[src/rtl/seg_pkg.sv]
// Shared definitions for the multiplexed 7-segment scan controller:
// hex glyph table, blank glyph constant and the dwell-counter width helper.
package seg_pkg;

    localparam int IDX_W = 4;

    // Active-high glyph with every segment dark.
    localparam logic [6:0] SEG_OFF = 7'h00;

    // Active-high glyph, bit order {g,f,e,d,c,b,a}.
    function automatic logic [6:0] hex2seg(input logic [3:0] nibble);
        logic [6:0] g;
        case (nibble)
            4'h0: g = 7'h3F;
            4'h1: g = 7'h06;
            4'h2: g = 7'h5B;
            4'h3: g = 7'h4F;
            4'h4: g = 7'h66;
            4'h5: g = 7'h6D;
            4'h6: g = 7'h7D;
            4'h7: g = 7'h07;
            4'h8: g = 7'h7F;
            4'h9: g = 7'h6F;
            4'hA: g = 7'h77;
            4'hB: g = 7'h7C;
            4'hC: g = 7'h39;
            4'hD: g = 7'h5E;
            4'hE: g = 7'h79;
            default: g = 7'h71;
        endcase
        return g;
    endfunction

    // Counter width able to hold 0..count-1, never narrower than one bit.
    function automatic int cnt_width(input int count);
        if (count <= 2) return 1;
        return $clog2(count);
    endfunction

endpackage

[src/rtl/seg_hex_decode.sv]
// Combinational nibble + decimal point to board segment pattern {dp,g,f,e,d,c,b,a}.
// blank darkens the seven glyph segments but keeps the decimal point.
module seg_hex_decode
    import seg_pkg::*;
#(
    parameter bit SEG_ACT_LOW = 1'b1
) (
    input  logic [3:0] nibble,
    input  logic       dp,
    input  logic       blank,
    output logic [7:0] seg
);

    logic [7:0] seg_ah;

    always_comb begin
        seg_ah = {dp, blank ? SEG_OFF : hex2seg(nibble)};
        seg    = SEG_ACT_LOW ? ~seg_ah : seg_ah;
    end

endmodule

[src/rtl/seg_scan_ctrl.sv]
// Multiplexed 7-segment scan controller with tear-free shadow load, blank interval,
// per-digit enable and leading-zero suppression. Optional blinking under SEG_BLINK_EN.
module seg_scan_ctrl
    import seg_pkg::*;
#(
    parameter int NUM_DIGITS   = 8,
    parameter int CLK_HZ       = 50_000_000,
    parameter int SCAN_HZ      = 1_000,
    parameter int BLANK_CYCLES = 500,
    parameter bit SEG_ACT_LOW  = 1'b1,
    parameter bit SEL_ACT_LOW  = 1'b1
`ifdef SEG_BLINK_EN
    ,
    parameter int BLINK_FRAMES = 250
`endif
) (
    input  logic                    clk,
    input  logic                    rst,
    input  logic [4*NUM_DIGITS-1:0] data_in,
    input  logic [NUM_DIGITS-1:0]   dp_in,
    input  logic [NUM_DIGITS-1:0]   digit_en,
    input  logic                    lz_suppress,
    input  logic                    load,
`ifdef SEG_BLINK_EN
    input  logic [NUM_DIGITS-1:0]   blink_mask,
`endif
    output logic [7:0]              seg,
    output logic [NUM_DIGITS-1:0]   sel,
    output logic                    frame_done
);

    localparam int DWELL = CLK_HZ / SCAN_HZ;
    localparam int CNT_W = cnt_width(DWELL);
    localparam logic [CNT_W-1:0] CNT_LAST  = CNT_W'(DWELL - 1);
    localparam logic [CNT_W-1:0] CNT_BLANK = CNT_W'(BLANK_CYCLES);
    localparam logic [IDX_W-1:0] IDX_LAST  = IDX_W'(NUM_DIGITS - 1);
    localparam logic [7:0] SEG_DARK = SEG_ACT_LOW ? 8'hFF : 8'h00;
    localparam logic [NUM_DIGITS-1:0] SEL_IDLE = SEL_ACT_LOW ? '1 : '0;

    generate
        if (NUM_DIGITS < 1 || NUM_DIGITS > 16 || DWELL >= 2**20 || BLANK_CYCLES >= DWELL) begin : g_param_err
            $error("seg_scan_ctrl: NUM_DIGITS, DWELL or BLANK_CYCLES out of range");
        end
    endgenerate

    logic [CNT_W-1:0]          cnt_q, cnt_d;
    logic [IDX_W-1:0]          idx_q, idx_d;
    logic                      pend_q, pend_d;
    logic [4*NUM_DIGITS-1:0]   st_data_q, st_data_d, sh_data_q, sh_data_d;
    logic [NUM_DIGITS-1:0]     st_dp_q, st_dp_d, sh_dp_q, sh_dp_d;
    logic [NUM_DIGITS-1:0]     st_en_q, st_en_d, sh_en_q, sh_en_d;
    logic                      st_lz_q, st_lz_d, sh_lz_q, sh_lz_d;
    logic [7:0]                seg_q, seg_d;
    logic [NUM_DIGITS-1:0]     sel_q, sel_d;
    logic                      frame_done_q, frame_done_d;

    logic                      wrap, frame_end, all_zero;
    logic [NUM_DIGITS-1:0]     lz_vec, sel_ah;
    logic [3:0]                cur_nib;
    logic                      cur_dp, cur_en, cur_lz, blink_off;
    logic [7:0]                dec_seg;

`ifdef SEG_BLINK_EN
    localparam int FRM_W = cnt_width(BLINK_FRAMES);
    localparam logic [FRM_W-1:0] FRM_LAST = FRM_W'(BLINK_FRAMES - 1);

    logic [NUM_DIGITS-1:0] st_mask_q, st_mask_d, sh_mask_q, sh_mask_d;
    logic [FRM_W-1:0]      frm_q, frm_d;
    logic                  phase_q, phase_d;
`endif

    // load is a fire-and-forget request with no ready: every asserted cycle is accepted,
    // the latest loaded values are staged, and they reach the shadow only at frame end.
    always_comb begin
        wrap      = (cnt_q == CNT_LAST);
        frame_end = wrap && (idx_q == IDX_LAST);
        cnt_d     = wrap ? '0 : cnt_q + CNT_W'(1);
        idx_d     = idx_q;
        if (wrap) idx_d = (idx_q == IDX_LAST) ? '0 : idx_q + IDX_W'(1);

        st_data_d = load ? data_in     : st_data_q;
        st_dp_d   = load ? dp_in       : st_dp_q;
        st_en_d   = load ? digit_en    : st_en_q;
        st_lz_d   = load ? lz_suppress : st_lz_q;
        pend_d    = pend_q || load;
        sh_data_d = sh_data_q;
        sh_dp_d   = sh_dp_q;
        sh_en_d   = sh_en_q;
        sh_lz_d   = sh_lz_q;
`ifdef SEG_BLINK_EN
        st_mask_d = load ? blink_mask : st_mask_q;
        sh_mask_d = sh_mask_q;
        frm_d     = frm_q;
        phase_d   = phase_q;
        if (frame_end) begin
            frm_d   = (frm_q == FRM_LAST) ? '0 : frm_q + FRM_W'(1);
            phase_d = (frm_q == FRM_LAST) ? ~phase_q : phase_q;
        end
`endif
        if (frame_end) begin
            pend_d = 1'b0;
            if (pend_q || load) begin
                sh_data_d = st_data_d;
                sh_dp_d   = st_dp_d;
                sh_en_d   = st_en_d;
                sh_lz_d   = st_lz_d;
`ifdef SEG_BLINK_EN
                sh_mask_d = st_mask_d;
`endif
            end
        end

        // A digit is a leading zero when it and every more significant nibble are zero.
        lz_vec   = '0;
        all_zero = 1'b1;
        for (int i = NUM_DIGITS - 1; i >= 0; i--) begin
            all_zero  = all_zero && (sh_data_d[4*i +: 4] == 4'h0);
            lz_vec[i] = sh_lz_d && (i > 0) && all_zero;
        end

        cur_nib   = '0;
        cur_dp    = 1'b0;
        cur_en    = 1'b0;
        cur_lz    = 1'b0;
        blink_off = 1'b0;
        sel_ah    = '0;
        for (int i = 0; i < NUM_DIGITS; i++) begin
            if (idx_d == IDX_W'(i)) begin
                cur_nib = sh_data_d[4*i +: 4];
                cur_dp  = sh_dp_d[i];
                cur_en  = sh_en_d[i];
                cur_lz  = lz_vec[i];
`ifdef SEG_BLINK_EN
                blink_off = phase_d && sh_mask_d[i];
`endif
                sel_ah[i] = sh_en_d[i] && (cnt_d >= CNT_BLANK);
            end
        end
        sel_d        = SEL_ACT_LOW ? ~sel_ah : sel_ah;
        frame_done_d = (cnt_d == CNT_LAST) && (idx_d == IDX_LAST);
    end

    seg_hex_decode #(
        .SEG_ACT_LOW (SEG_ACT_LOW)
    ) u_decode (
        .nibble (cur_nib),
        .dp     (cur_dp),
        .blank  (cur_lz),
        .seg    (dec_seg)
    );

    // Outputs are registered from next-state values so they line up with cnt_q/idx_q.
    always_comb begin
        seg_d = dec_seg;
        if (!cur_en || blink_off) seg_d = SEG_DARK;
    end

    always_ff @(posedge clk) begin
        if (rst) begin
            cnt_q        <= '0;
            idx_q        <= '0;
            pend_q       <= 1'b0;
            st_data_q    <= '0;
            st_dp_q      <= '0;
            st_en_q      <= '0;
            st_lz_q      <= 1'b0;
            sh_data_q    <= '0;
            sh_dp_q      <= '0;
            sh_en_q      <= '0;
            sh_lz_q      <= 1'b0;
            seg_q        <= SEG_DARK;
            sel_q        <= SEL_IDLE;
            frame_done_q <= 1'b0;
        end else begin
            cnt_q        <= cnt_d;
            idx_q        <= idx_d;
            pend_q       <= pend_d;
            st_data_q    <= st_data_d;
            st_dp_q      <= st_dp_d;
            st_en_q      <= st_en_d;
            st_lz_q      <= st_lz_d;
            sh_data_q    <= sh_data_d;
            sh_dp_q      <= sh_dp_d;
            sh_en_q      <= sh_en_d;
            sh_lz_q      <= sh_lz_d;
            seg_q        <= seg_d;
            sel_q        <= sel_d;
            frame_done_q <= frame_done_d;
        end
    end

`ifdef SEG_BLINK_EN
    always_ff @(posedge clk) begin
        if (rst) begin
            st_mask_q <= '0;
            sh_mask_q <= '0;
            frm_q     <= '0;
            phase_q   <= 1'b0;
        end else begin
            st_mask_q <= st_mask_d;
            sh_mask_q <= sh_mask_d;
            frm_q     <= frm_d;
            phase_q   <= phase_d;
        end
    end
`endif

    assign seg        = seg_q;
    assign sel        = sel_q;
    assign frame_done = frame_done_q;

endmodule

[config.mk]
export PLATFORM = sky130hd
export DESIGN_NAME = seg_scan_ctrl
export DESIGN_NICKNAME = d
export VERILOG_FILES = /design/src/rtl/seg_pkg.sv /design/src/rtl/seg_hex_decode.sv /design/src/rtl/seg_scan_ctrl.sv
export SDC_FILE = /design/constraint.sdc
export NUM_CORES = 1
export LEC_CHECK = 0
export BUFFER_PORTS_ARGS = -buffer_cell sky130_fd_sc_hd__buf_2
export CORE_UTILIZATION = 40
export DETAILED_ROUTE_END_ITERATION = 10
export HOLD_SLACK_MARGIN = 0.1
export PLACE_DENSITY = 0.67
export SYNTH_ARGS = -nofsm -noshare
export SYNTH_HDL_FRONTEND = slang
export SYNTH_SLANG_ARGS = --single-unit
[constraint.sdc]
create_clock -name clk -period 3.54 [get_ports clk]
set_input_delay 0.354 -clock clk [delete_from_list [all_inputs] [get_ports clk]]
set_output_delay 0.354 -clock clk [all_outputs]
set_load 0.05 [all_outputs]
==> impl_metrics.ini <==
[route]
routed_wl_um = 14600
avgRoutedWirePerCell_um = 14.9
dr_total_vias = 5003
routed_via_density = 5.11
dr.pass1.iters = 5
postRouteAntennaNets = 0
drtIter0Drc = 309
drc = 0

[sta]
fin_ws_ns = 0.227
fin_setup_tns_ns = 0
setup_viol = 0
rsz0062_at_grt = no
drv_slew = 0
max_slew_margin_pct = 46.3
fin_crit_sh_pct = 93.6
finalClockSkew_ns = 0.00997
clock.fmax_mhz = 302
tightest_slew_ns = 0.805
fin_crit_ns = 3.31
finalHoldViolations = 0

[pwr]
p_int_w = 0.00270
p_leak_nw = 3.07
combPwrFrac_pct = 4.7
pwr-share-clk_pct = 49.8
swShare_pct = 22.4
ir_drop_v = 0.000322
power_density_nw_per_um2 = 456
p_switching_w = 0.000777
power_frac_seq_pct = 45.5
power_w = 0.00348

[synth]
synth.ff_latch_count = 136
synth_edf_count = 0
synth_area_um2 = 6230
netlist_instances = 678
yosysMostFrequentCell = nor2_1
async_flop_share_pct = 0
synth.largest_area_cell = dfxtp_1
synth_flop_cell = dfxtp_1
ys_warn_count = 0
synth_nets = 739
synth_common_cells = nor2_1, dfxtp_1, mux2i_1
synth.distinct_cells = 77
synth.avg_cell_area_um2 = 9.19
synth_top_area_share_pct = 43.7
synth_top_cells_by_area = dfxtp_1, nor2_1, mux2i_1, a21oi_1, mux2_2
ys_seq_area_share_pct = 43.7

[layout]
utilization_pct = 50.1
final_nets = 841
fillers = 1421
layoutNonFillerInstCount = 980
layout-drive-gt1-share_pct = 27.5
syn_to_final_growth_pct = 22.2
ff_latch_area_um2 = 2730
multi_input_area_um2 = 3270
antenna_cells = 0

[clock_tree]
ctsHtreeMaxLevel = 4
root_buffer = clkbuf_16
cts_tree = built
insertion_delay_ns = 0.42
cts_sinks = 136
numCtsBuffers = 17
cts_max_path_buffers = 2
clk_pin_slew_ns = 0.06

[floorplan]
placementRows = 45
core_um2 = 15200
start_util_pct = 41.0
die-area_um2 = 16100
die_y_um = 127
die_w_um = 127
ios = 69

[job]
maxCapViolations = 0

[grt]
grt_pass1_wl_um = 24000
grt_max_degree = 79
grt_pass1_vias = 4773
grt.total_usage_pct = 19.2
grt_antenna_before_repair = 0
gr-total-overflow = 0

[worst_setup_path]
crit_path_max_incr_delay_ns = 0.44
critPathKind = register to register
path_max_fanout = 8
arrival_ns = 3.60
worstPathRequired_ns = 3.83
crit_path_start = idx_q[1]
endpoint_kind = register
cp_slowest_cell = a2111oi_1
cp_common_cell = buf_4
cp_cell_sequence = ha_1 -> and3b_2 -> nand4b_4 -> nor2_4 -> buf_4 -> mux2i_2 -> o32ai_2 -> a2111oi_1 -> buf_4 -> a21oi_2 -> ha_1 -> buf_4 -> mux2i_1 -> o221ai_2
regToRegStartpoint = idx_q[1]
crit_path_start_kind = register

[placed_design]
portBuffers = 68
gp_congestion = 0.878
place_ws_ns = 0.00600
dp_hpwl_um = 10600
dp.cells = 943

[hold_path]
holdCritStartpoint = dp_in[5]
hold_path_class = input pin to register

[run_status]
status = finished, final reports clean
==> registers in the layout, summed over array words and instances (netlist names) <==
| signal | count |
|---|---|
| sh_data_q | 32 |
| st_data_q | 32 |
| cnt_q | 16 |
| seg | 8 |
| sel | 8 |
| sh_dp_q | 8 |
| sh_en_q | 8 |
| st_dp_q | 8 |
| st_en_q | 8 |
| idx_q | 4 |
| frame_done | 1 |
| pend_q | 1 |
| sh_lz_q | 1 |
| st_lz_q | 1 |
==> power by group through the flow <==
stage	registers, W	clock network, W	logic, W
floorplan	0.00161	0	0.000107
global placement	0.00161	0	0.000163
detailed placement	0.00161	0	0.000164
CTS	0.00158	0.00176	0.000165
global route	0.00158	0.00183	0.000183
finish	0.00158	0.00173	0.000164
==> critical path, delay by kind of cell (launching register included) <==
| kind | cells | cell delay, ns |
|---|---|---|
| and+or+nand+nor | 3 | 0.63 |
| adders and majority gates | 2 | 0.40 |
| muxes | 2 | 0.46 |
| DFF | 1 | 0.37 |
| buffers and inverters | 3 | 0.57 |
| AOI/OAI and AO/OA | 4 | 0.75 |
==> metrics by stage <==
stage	instance area, µm²	hold slack [ns]
2_1_floorplan	6230	0.440
3_3_place_gp	6920	0.460
5_1_grt	7620	0.193
6_report	7620	0.189
3_5_place_dp	6920	0.469
4_1_cts	7510	0.179
==> logic make-up (layout without fill, tap and decap cells) <==
family | after synthesis | after routing | synth area share [%]
AND/OR/NAND/NOR | 289 | 289 | 22.9
flip-flops | 136 | 136 | 43.7
AO/OA/AOI/OAI | 101 | 101 | 11.8
multiplexers | 73 | 73 | 12.3
buffers and inverters | 53 | 167 | 4.82
XOR/XNOR | 17 | 17 | 2.69
adder cells (fa/ha/maj) | 9 | 9 | 1.81
==> path summary, 6_finish.rpt <==
kind	cells past startpoint	to	slack [ns]
min	3	st_dp_q[5]	0.19
max reg2reg	14	seg[6]	0.23
min reg2reg	2	sh_dp_q[6]	0.48
max	14	seg[6]	0.23
==> area by class of cell <==
| cell class | instances | area share [%] |
|---|---|---|
| clock inverters | 13 | 1.92 |
| clock buffers | 18 | 5.77 |
| multi-input cells | 489 | 42.9 |
| well taps | 188 | 3.09 |
| repair buffers | 122 | 9.87 |
| inverters | 14 | 0.690 |
| flip-flops and latches | 136 | 35.8 |
==> layer usage <==
metal	part of all wire [%]	vias up	track usage (%)
li1	-	2563	-
met1	47	2313	25.3
met2	46	107	29.9
met3	4.7	20	5.02
met4	2.3	0	7.91
met5	0	-	0
==> cells in the final DEF, fill, tap and decap left out, types with 3 or more instances in the layout <==
cell        count
mux2i_2         3
nor2_1        151
nor3_1         18
nor4_1          6
nor3_2          3
mux2_2         15
nor2b_1        19
o22ai_1         3
inv_6           3
or4_1           4
and3_1          5
a21oi_1        43
nand3_1        18
o211ai_1        4
buf_4          54
ha_1            8
o221ai_1        3
mux2i_1        53
o21ai_0         6
xor2_1          5
clkinvlp_4      5
and2_1          4
dfxtp_1       134
a211oi_1        3
nand4_1         9
inv_1          12
a22o_1          3
xnor2_1        10
buf_2          67
o21ai_1         4
or2_4           3
a21oi_2         5
nand2_1        28
clkbuf_16      17
==> timing repair <==
| action | in CTS | in global routing |
|---|---|---|
| hold buffers | 0 | 0 |
| setup buffers | 0 | 6 |
| gates resized for setup | 1 | 15 |
| pin swaps | 0 | 1 |
| setup endpoints to repair | 2 | 7 |
Note: power is estimated with default switching activity, not from simulation.
